[config.mk]
export PLATFORM = sky130hd
export DESIGN_NAME = riscv_biu_arbiter
export DESIGN_NICKNAME = d
export VERILOG_FILES = /design/src/rtl/riscv_biu_arbiter.sv
export SDC_FILE = /design/constraint.sdc
export NUM_CORES = 1
export LEC_CHECK = 0
export CAP_MARGIN = 30
export CORE_AREA = 8 8 117 119
export DETAILED_ROUTE_END_ITERATION = 10
export DIE_AREA = 0 0 125 127
export PLACE_DENSITY = 0.66
export RECOVER_POWER = 100
export SLEW_MARGIN = 10
export SYNTH_ARGS = -nofsm -noshare
export SYNTH_HDL_FRONTEND = slang
export SYNTH_SLANG_ARGS = --single-unit
[constraint.sdc]
create_clock -name clk_i -period 3 [get_ports clk_i]
set_clock_uncertainty 0.1 [all_clocks]
set_input_delay 0.6 -clock clk_i [delete_from_list [all_inputs] [get_ports clk_i]]
set_output_delay 0.6 -clock clk_i [all_outputs]
set_load 0.005 [all_outputs]
[src/rtl/riscv_biu_arbiter.sv]
// riscv_biu_arbiter
//   Shares one BIU port between two requesters: requester 0 is the instruction
//   memory controller, requester 1 is the data memory controller. A requester
//   keeps the grant until its whole transfer (single or burst) has been
//   acknowledged or ended by an error. While it holds req_lock_i, it also keeps
//   the grant between transfers.
//
//   Build option RV12_BIU_ARB_ROUND_ROBIN_EN:
//     defined   - on contention the requester that did not own the previous
//                 grant wins (last_owner resets to imem, so dmem wins first)
//     undefined - fixed priority, dmem over imem
//
//   Ports
//     clk_i, rst_ni                 clock, asynchronous active-low reset
//     req_*_i  [2]                  per-requester strobe and transfer fields
//     req_stb_ack_o/ack_o/err_o [2] per-requester handshakes, owner only
//     req_q_o                       shared read data, qualified by req_ack_o
//     biu_*_o                       owner's transfer fields towards the BIU
//     biu_stb_ack_i/ack_i/err_i/q_i BIU responses
//     owner_o                       current or last owner index (debug)

module riscv_biu_arbiter #(
    parameter int unsigned XLEN        = 32,
    parameter int unsigned PLEN        = (XLEN == 32) ? 34 : 56,
    parameter int unsigned BIUTAG_SIZE = 1
) (
    input  logic                            clk_i,
    input  logic                            rst_ni,

    input  logic [1:0]                      req_stb_i,
    output logic [1:0]                      req_stb_ack_o,
    input  logic [1:0][PLEN-1:0]            req_adr_i,
    input  logic [1:0][2:0]                 req_size_i,
    input  logic [1:0][2:0]                 req_type_i,
    input  logic [1:0]                      req_we_i,
    input  logic [1:0]                      req_lock_i,
    input  logic [1:0][2:0]                 req_prot_i,
    input  logic [1:0][XLEN-1:0]            req_d_i,
    input  logic [1:0][BIUTAG_SIZE-1:0]     req_tag_i,
    output logic [XLEN-1:0]                 req_q_o,
    output logic [1:0]                      req_ack_o,
    output logic [1:0]                      req_err_o,

    output logic                            biu_stb_o,
    input  logic                            biu_stb_ack_i,
    output logic [PLEN-1:0]                 biu_adri_o,
    output logic [2:0]                      biu_size_o,
    output logic [2:0]                      biu_type_o,
    output logic                            biu_we_o,
    output logic                            biu_lock_o,
    output logic [2:0]                      biu_prot_o,
    output logic [XLEN-1:0]                 biu_d_o,
    output logic [BIUTAG_SIZE-1:0]          biu_tagi_o,
    input  logic [XLEN-1:0]                 biu_q_i,
    input  logic                            biu_ack_i,
    input  logic                            biu_err_i,

    output logic                            owner_o
);

    typedef enum logic [1:0] {StIdle, StGrant, StLocked} state_e;

    localparam logic [2:0] TypeWrap4  = 3'b010;
    localparam logic [2:0] TypeIncr4  = 3'b011;
    localparam logic [2:0] TypeWrap8  = 3'b100;
    localparam logic [2:0] TypeIncr8  = 3'b101;
    localparam logic [2:0] TypeWrap16 = 3'b110;
    localparam logic [2:0] TypeIncr16 = 3'b111;

    // Number of data beats a transfer of the given type takes.
    function automatic logic [4:0] burst_beats(input logic [2:0] btype);
        case (btype)
            TypeWrap4,  TypeIncr4:  return 5'd4;
            TypeWrap8,  TypeIncr8:  return 5'd8;
            TypeWrap16, TypeIncr16: return 5'd16;
            default:                return 5'd1;   // SINGLE, INCR
        endcase
    endfunction

    state_e     state_q, state_d;
    logic       owner_q, owner_d;
    logic [4:0] cnt_q,   cnt_d;
    logic       winner;

`ifdef RV12_BIU_ARB_ROUND_ROBIN_EN
    logic last_owner_q, last_owner_d;

    always_ff @(posedge clk_i or negedge rst_ni) begin
        if (!rst_ni) last_owner_q <= 1'b0;
        else         last_owner_q <= last_owner_d;
    end

    assign winner = (&req_stb_i) ? ~last_owner_q : req_stb_i[1];
    assign last_owner_d = (state_q == StIdle && |req_stb_i) ? winner : last_owner_q;
`else
    // dmem whenever it strobes, imem otherwise
    assign winner = req_stb_i[1];
`endif

    always_ff @(posedge clk_i or negedge rst_ni) begin
        if (!rst_ni) begin
            state_q <= StIdle;
            owner_q <= 1'b0;
            cnt_q   <= 5'd0;
        end else begin
            state_q <= state_d;
            owner_q <= owner_d;
            cnt_q   <= cnt_d;
        end
    end

    always_comb begin
        state_d       = state_q;
        owner_d       = owner_q;
        cnt_d         = cnt_q;
        req_stb_ack_o = 2'b00;
        req_ack_o     = 2'b00;
        req_err_o     = 2'b00;
        biu_stb_o     = 1'b0;
        biu_adri_o    = '0;
        biu_size_o    = '0;
        biu_type_o    = '0;
        biu_we_o      = 1'b0;
        biu_lock_o    = 1'b0;
        biu_prot_o    = '0;
        biu_d_o       = '0;
        biu_tagi_o    = '0;

        // The owner's fields stay on the bus while it holds the grant.
        if (state_q != StIdle) begin
            biu_adri_o = req_adr_i[owner_q];
            biu_size_o = req_size_i[owner_q];
            biu_type_o = req_type_i[owner_q];
            biu_we_o   = req_we_i[owner_q];
            biu_lock_o = req_lock_i[owner_q];
            biu_prot_o = req_prot_i[owner_q];
            biu_d_o    = req_d_i[owner_q];
            biu_tagi_o = req_tag_i[owner_q];
        end

        unique case (state_q)
            StIdle: begin
                if (|req_stb_i) begin
                    owner_d = winner;
                    cnt_d   = burst_beats(req_type_i[winner]);
                    state_d = StGrant;
                end
            end

            StGrant: begin
                biu_stb_o              = req_stb_i[owner_q];
                req_stb_ack_o[owner_q] = biu_stb_ack_i;
                req_ack_o[owner_q]     = biu_ack_i;
                req_err_o[owner_q]     = biu_err_i;
                // An error ends the burst even when it coincides with an ack.
                if (biu_err_i || (biu_ack_i && cnt_q == 5'd1)) begin
                    cnt_d   = 5'd0;
                    state_d = req_lock_i[owner_q] ? StLocked : StIdle;
                end else if (biu_ack_i && cnt_q != 5'd0) begin
                    cnt_d = cnt_q - 5'd1;
                end
            end

            StLocked: begin
                biu_lock_o = 1'b1;
                if (!req_lock_i[owner_q]) begin
                    state_d = StIdle;
                end else if (req_stb_i[owner_q]) begin
                    cnt_d   = burst_beats(req_type_i[owner_q]);
                    state_d = StGrant;
                end
            end

            default: state_d = StIdle;
        endcase
    end

    assign req_q_o = biu_q_i;
    assign owner_o = owner_q;

endmodule

**After elaboration in Yosys (flattened, before gate mapping)**

Index checks and enable logic that the tools add are counted.

- Register bits: 8
- Bits of input ports: 195
- Logic and storage cells: 98
- Output and inout bits: 118

- Add/subtract/negate cells: 1
- Reductions and logical operators: 18
- $lt $le $gt $ge: 3
- Bitwise operators: 3
- Muxes and demuxes: 49
- Eq/ne operators: 21

Operators with widths:

| kind | count |
|---|---|
| two-way mux 34 bit | 3 |
| two-way mux 32 bit | 3 |
| one-hot mux 5 bit (3 select lines) | 3 |
| two-way mux 3 bit | 11 |
| two-way mux 5 bit | 5 |
| == test 3 bit, second input constant | 8 |
| two-way mux 2 bit | 8 |
| two-way mux 1 bit | 14 |
| OR reduction 2 bit | 7 |
| == test 3 x 2 -> 1 bit, second input constant | 4 |
| != test 2 bit, second input constant | 4 |
| bitwise AND 2 bit | 3 |
| != test 3 bit, second input constant | 2 |
| one-hot mux 2 bit (3 select lines) | 1 |
| == test 5 x 1 -> 1 bit, second input constant | 1 |
| AND reduction 5 bit | 1 |
| nonzero test 5 bit | 1 |
| subtractor 5 x 1 -> 5 bit, second input constant | 1 |
| less-than comparator 1 x 2 -> 1 bit, second input constant | 2 |
| logical AND 1 bit | 3 |
| AND reduction 3 bit | 1 |
| nonzero test 3 bit | 1 |
| == test 2 x 1 -> 1 bit, second input constant | 1 |
| == test 2 bit, second input constant | 1 |
| 6 further kinds | 6 |

**Logic depth before layout (Yosys ltp)**

Gate-level depths: netlist (run 1).

- Word-level depth: 8
- Depth in mapped cells: 8
- Mapped depth without buffers: 6

**Least setup slack after synthesis (run 1)**

Ideal clock, no wire load.

- Path type: flip-flop to flip-flop
- From: register state_q[0]
- To: register cnt_q[0]
- Period minus slack after synthesis: 2.165 ns
- Required time: 2.775 ns
- Stages on the path, launching flop included: 9
- Slack: 0.835 ns
- Buffers on the path: 2
- Setup time: 0.125 ns
- Arrival time: 1.940 ns
- Cell sequence: dfrtp_1 inv_1 ha_1 buf_2 or3b_1 a22o_1 and3_1 buf_6 mux2_4

- Cells in the longest elaborated chain, start to end: 3
- Elaborated cells on any way between the ends: 10
- Classes of those cells: eq/ne (6); mux (1); reduce/logical (3)

Ends and longest elaborated chain:

| what | RTL line | text |
|---|---|---|
| start: declaration | 80 | `state_e state_q, state_d;` |
| start signal: assignment | 102 | `state_q <= StIdle;` |
| start signal: assignment | 106 | `state_q <= state_d;` |
| == test 2 x 1 -> 1 bit, or another cell as far along | 141 | `unique case (state_q)` |
| != test 3 bit (no source line), or another cell as far along | n/a |  |
| AND reduction 5 bit (no source line) | n/a |  |
| end signal: assignment | 108 | `cnt_q <= cnt_d;` |
| end: declaration | 82 | `logic [4:0] cnt_q, cnt_d;` |

Parallel ways exist; a longest one is shown, timed or not.
A chain may end at the register's enable or synchronous reset.

**Worst setup path after layout (run 1)**

- From: register owner_q, in the netlist owner_o
- To: output biu_adri_o[5]

- Cells in the longest elaborated chain, start to end: 3

Ends and longest elaborated chain:

| what | RTL line | text |
|---|---|---|
| start: declaration | 81 | `logic owner_q, owner_d;` |
| start signal: assignment | 107 | `owner_q <= owner_d;` |
| two-way mux 34 bit (not written as such) (2 in series) | 131 | `biu_adri_o = req_adr_i[owner_q];` |
| two-way mux 34 bit | 130 | `if (state_q != StIdle) begin` |
| end: declaration | 46 | `output logic [PLEN-1:0] biu_adri_o,` |

No other way between the ends. The select of a mux whose other input is x is not followed.

==> results of run 1 <==
==> registers in the layout (all words and copies together), names as in the netlist <==
name,flops
cnt_q,5
state_q,2
owner_o,1
==> per-layer routing <==
metal,routed length (µm),track usage,share of wire,vias to the layer above
li1,-,-,-,1439
met1,4740,0.158,0.37,1323
met2,6520,0.281,0.51,186
met3,1410,0.0649,0.11,13
met4,107,0.0165,0.0084,0
met5,0,0,0,-
==> worst max-delay path: stages (launching register included) <==
cell           delay, ps
dfrtp_4              750
buf_12               290
mux2i_1              210
nor2_1                50
dlygate4sd3_1        600
==> placed cells by master, fill, tap and decap left out, types with 2 or more instances in the layout <==
cell type / instances
nor2b_1: 4
buf_4: 2
nor2_1: 81
clkdlybuf4s50_1: 205
ha_1: 6
dlygate4sd3_1: 43
a21oi_1: 2
o211ai_1: 3
nand2_1: 4
clkbuf_2: 2
buf_12: 2
nor3_1: 4
and3b_1: 4
and2_1: 2
inv_1: 8
mux2_1: 2
o221ai_1: 3
o21ai_0: 3
nor3b_1: 6
dfrtp_1: 7
a22o_1: 4
clkbuf_1: 2
mux2i_1: 81
nand2b_1: 3
and3_1: 4
nand4_1: 3
clkbuf_16: 3
==> power by group through the flow <==
stage / sequential (µW) / combinational, µW / clock, µW
floorplan: 197 / 1550 / 0
global placement: 303 / 3030 / 0
detailed placement: 312 / 3030 / 0
CTS: 311 / 3060 / 228
global route: 325 / 3130 / 237
finish: 310 / 2890 / 227
==> final timing paths <==
kind,start,end
max reg2reg,state_q[0]$_DFFE_PN0P_,cnt_q[1]$_DFFE_PN0P_
max,owner_o$_DFFE_PN0P_,biu_adri_o[5]
max in group asynchronous,rst_ni,owner_o$_DFFE_PN0P_
min,cnt_q[1]$_DFFE_PN0P_,cnt_q[1]$_DFFE_PN0P_
min in group asynchronous,rst_ni,owner_o$_DFFE_PN0P_
min reg2reg,cnt_q[1]$_DFFE_PN0P_,cnt_q[1]$_DFFE_PN0P_
==> area by class of cell <==
class | instances | area [µm²]
repair buffers | 255 | 2550
multi-input cells | 236 | 1680
well taps | 147 | 184
inverters | 8 | 30.0
clock buffers | 4 | 78.8
fillers | 1221 | 7090
flip-flops and latches | 8 | 204
==> through the flow <==
step / total power [µW] / std cells / hold slack, ps / worst slack [ps]
final: 3420 / 658 / 434 / 105
after detailed placement: 3350 / 654 / 439 / 349
after global placement: 3330 / 654 / 430 / 364
after global routing: 3700 / 658 / 472 / 11.6
after CTS: 3600 / 658 / 446 / 103
after floorplan: 1740 / 306 / 204 / 835
==> cells by family after synthesis <==
| logic type | count (synthesis) |
|---|---|
| and+or+nand+nor | 124 |
| buffers and inverters | 62 |
| adders and majority gates | 6 |
| AOI/OAI and AO/OA | 23 |
| muxes | 83 |
| DFF | 8 |
==> impl_metrics.json, run 1 <==
{
  "status": "completed",
  "wl_um": 12800,
  "netlist_area_mm2": 0.00226,
  "rows": 40,
  "path_max_fanout": 33,
  "fin_crit_ps": 2890,
  "ys_top_cells_by_count": "mux2i_1, nor2_1, buf_4",
  "crit_arrival_ps": 2190,
  "worstMarginPinSlew_ps": 529,
  "start_util": 0.192,
  "antenna_found_initial": 0,
  "timing.fmax_mhz": 345,
  "p_clk_frac": 0.066,
  "synth-xor-area-share": 0,
  "dieWidth_um": 125,
  "grt_pass1_wl_um": 19100,
  "sw_frac_of_total": 0.421,
  "dp_hpwl_um": 11000,
  "synth-async-reset-ratio": 1.00,
  "place_congestion": 0.906,
  "routedWlPerCell_um": 19.4,
  "num_vias": 2961,
  "rsz0062_at_grt": "no",
  "ios": 313,
  "stdcell_area_mm2": 0.00472,
  "gr-total-overflow": 0,
  "ys_types": 40,
  "synth_area_per_cell_um2": 7.40,
  "muxShareOfSynthArea": 0.371,
  "synth-simple-area-share": 0.261,
  "ctsResizeCount": 0,
  "reg2reg_setup_slack_ps": 410,
  "cts_root_buf": "clkbuf_16",
  "p_per_area_mw_per_mm2": 725,
  "yosysWarnings": 0,
  "synth.largest_area_cell": "mux2i_1",
  "place_area_mm2": 0.00466,
  "die_h_um": 127,
  "cts.sinks": 8,
  "ys_seq_area_frac": 0.0884,
  "fin_nets": 713,
  "r2r_cells": 7,
  "h-tree-depth": 1,
  "synthToLayoutAreaGrowth_pct": 109,
  "ir_worst_vdd_mv": 0.371,
  "drc_errors": 0,
  "synth_top_area_frac": 0.358,
  "synth_edf_count": 0,
  "slew_headroom": 0.647,
  "cp.required_ps": 2300,
  "port_buffers": 248,
  "leakage_uw": 0.00213,
  "p_comb_frac": 0.843,
  "critPathLaunchType": "register",
  "setup_viol": 0,
  "dr.pass1.iters": 4,
  "syn_inst": 306,
  "hp-class": "reg -> reg",
  "p_sw_uw": 1440,
  "diodes": 0,
  "hold_depth": 1,
  "clock_path_buffers": 2,
  "clk-insertion-delay-late_ps": 230,
  "synthAdderAreaFrac": 0.0331,
  "worstSetupPathType": "reg -> out",
  "synthTopCellsByArea": "mux2i_1, nor2_1, buf_4, dfrtp_1, ha_1",
  "p_seq_frac": 0.091,
  "hold_viol_final": 0,
  "grt_pass1_vias": 3236,
  "drive_above_1_share": 0.0254,
  "synth_compound_area_frac": 0.0785,
  "drt-initial-drc-count": 112,
  "ant_nets": 0,
  "synth_seq_cells": 8,
  "maxSlewViolCount": 0,
  "synth_top_family_by_area": "multiplexers",
  "vias_per_cell": 4.50,
  "min_period_over_period": 0.965,
  "die-area_mm2": 0.0159,
  "numCtsBuffers": 3,
  "holdBufCountCts": 0,
  "tns_ps": 0,
  "clk_pin_slew_ps": 40,
  "cap_violations": 0,
  "grt_max_degree": 82,
  "grt_use_total": 0.150,
  "synth_ff_type": "dfrtp_1",
  "core_area_mm2": 0.0118,
  "critPathCaptureType": "output pin",
  "cts_tree": "built",
  "fin_util": 0.400,
  "syn-num-nets": 507,
  "post_cts_buffers": 0,
  "p_int_uw": 1980
}
Note: power is estimated with default switching activity, not from simulation.
==> run 2: changes to the inputs <==
--- a/config.mk
+++ b/config.mk
@@ -9,6 +9,7 @@
 export CORE_AREA = 8 8 117 119
 export DETAILED_ROUTE_END_ITERATION = 10
 export DIE_AREA = 0 0 125 127
+export MAX_ROUTING_LAYER = met4
 export PLACE_DENSITY = 0.66
 export RECOVER_POWER = 100
 export SLEW_MARGIN = 10
==> run 2 against run 1 <==
Against the previous run:
- routed wire length down 0.11%
- hold slack unchanged
- largest power group unchanged
- register-to-register slack about the same
- design area unchanged
- highest routed layer unchanged
- sequential share of layout area unchanged
- sequential power about the same
- setup slack better by 1.2 ps
- count of clock-buffer cells in the layout unchanged
- via count down 0.14%
==> impl_metrics.json, run 2 (synthesized netlist as in run 1, its figures left out) <==
{
  "dp_hpwl_um": 11000,
  "final_cells": 658,
  "setup_viol": 0,
  "start_util": 0.192,
  "maxSlewViolCount": 0,
  "largest_register_ffs": 5,
  "ctsResizeCount": 0,
  "crit_arrival_ps": 2190,
  "wl_um": 12800,
  "drc_errors": 0,
  "drt-initial-drc-count": 113,
  "grt_pass1_wl_um": 19000,
  "diodes": 0,
  "rsz0062_at_grt": "no",
  "clk_pin_slew_ps": 40,
  "cap_violations": 0,
  "leakage_uw": 0.00213,
  "rows": 40,
  "slew_headroom": 0.647,
  "numCtsBuffers": 3,
  "r2r_cells": 7,
  "min_period_over_period": 0.964,
  "tns_ps": 0,
  "rr_startpoint": "state_q[0]$_DFFE_PN0P_",
  "final_common_cell": "clkdlybuf4s50_1",
  "cp.required_ps": 2300,
  "post_cts_buffers": 0,
  "dr.pass1.iters": 4,
  "ios": 313,
  "fin_nets": 713,
  "p_per_area_mw_per_mm2": 724,
  "path_max_fanout": 33,
  "timing.fmax_mhz": 346,
  "routedWlPerCell_um": 19.4,
  "status": "completed",
  "worstSetupPathType": "reg -> out",
  "grt_use_total": 0.155,
  "ant_nets": 0,
  "die_h_um": 127,
  "synthToLayoutAreaGrowth_pct": 109,
  "drive_above_1_share": 0.0254,
  "gr-total-overflow": 0,
  "hold_viol_final": 0,
  "cts.sinks": 8,
  "antenna_found_initial": 0,
  "critPathCaptureType": "output pin",
  "place_congestion": 0.921,
  "hp-class": "reg -> reg",
  "r2r_end": "cnt_q[1]$_DFFE_PN0P_",
  "h-tree-depth": 1,
  "num_vias": 2957,
  "critPathLaunchType": "register",
  "fin_ws_ps": 107,
  "dieWidth_um": 125,
  "top_register": "cnt_q",
  "hold_start": "cnt_q[1]$_DFFE_PN0P_",
  "timing.hold.ws_ps": 434,
  "fin_crit_ps": 2890,
  "clk-insertion-delay-late_ps": 230,
  "ir_worst_vdd_mv": 0.369,
  "cts_tree": "built",
  "die-area_mm2": 0.0159,
  "whs_endpoint": "cnt_q[1]$_DFFE_PN0P_",
  "cts_root_buf": "clkbuf_16",
  "hold_depth": 1,
  "holdBufCountCts": 0,
  "worstMarginPinSlew_ps": 530,
  "final_cell_mix": "clkdlybuf4s50_1, mux2i_1, nor2_1",
  "reg2reg_setup_slack_ps": 410,
  "clock_path_buffers": 2,
  "p_total_uw": 3420,
  "vias_per_cell": 4.49,
  "dpl.cell_count": 654,
  "port_buffers": 248,
  "grt_pass1_vias": 3249,
  "dp_worst_setup_slack_ps": 349,
  "core_area_mm2": 0.0118,
  "grt_max_degree": 82
}
==> run 2: cell counts in the layout (fill, tap and decap cells not counted) <==
No cell type changed its count.
==> run 2: worst max path at each step <==
stage	from	endpoint	slack, ps	depth (start not counted)
2_1_floorplan	state_q[0]$_DFFE_PN0P_	cnt_q[0]$_DFFE_PN0P_	840	8
4_1_cts	owner_o$_DFFE_PN0P_	biu_d_o[9]	100	4
3_5_place_dp	owner_o$_DFFE_PN0P_	biu_d_o[9]	350	4
3_3_place_gp	req_stb_i[0]	biu_stb_o	360	4
5_1_grt	owner_o$_DFFE_PN0P_	biu_adri_o[28]	10	4
6_report	owner_o$_DFFE_PN0P_	biu_adri_o[5]	110	4
==> run 2: cell type report <==
type,instances,area [µm²]
Fill cell,1221,7090
Timing Repair Buffer,255,2550
Tap cell,147,184
Clock buffer,4,78.8
Sequential cell,8,204
Inverter,8,30.0
Multi-Input combinational cell,236,1680
==> run 2: through the flow <==
stage	instance area (µm²)	utilization
final	4720	0.400
after global routing	4720	0.400
after CTS	4740	0.402
after detailed placement	4660	0.395
after global placement	4660	0.395
after floorplan	2260	-
==> run 2: critical path: stages (launching register included) <==
cell           delay, ps
dfrtp_4              750
buf_12               290
mux2i_1              210
nor2_1                50
dlygate4sd3_1        600
==> run 2: routing by layer <==
metal  wire [µm]  vias to the layer above  global-route usage
met5           0                        -                   -
li1            -                     1438                   -
met3        1160                       13              0.0478
met4         107                        0              0.0165
met1        4980                     1320               0.168
met2        6510                      186               0.281
==> run 2: power breakdown <==
part / switching [µW] / leakage, µW / internal [µW]
Clock: 49.9 / 0.0000382 / 177
Sequential: 152 / 0.000102 / 158
Combinational: 1240 / 0.00199 / 1650
Total: 1440 / 0.00213 / 1980
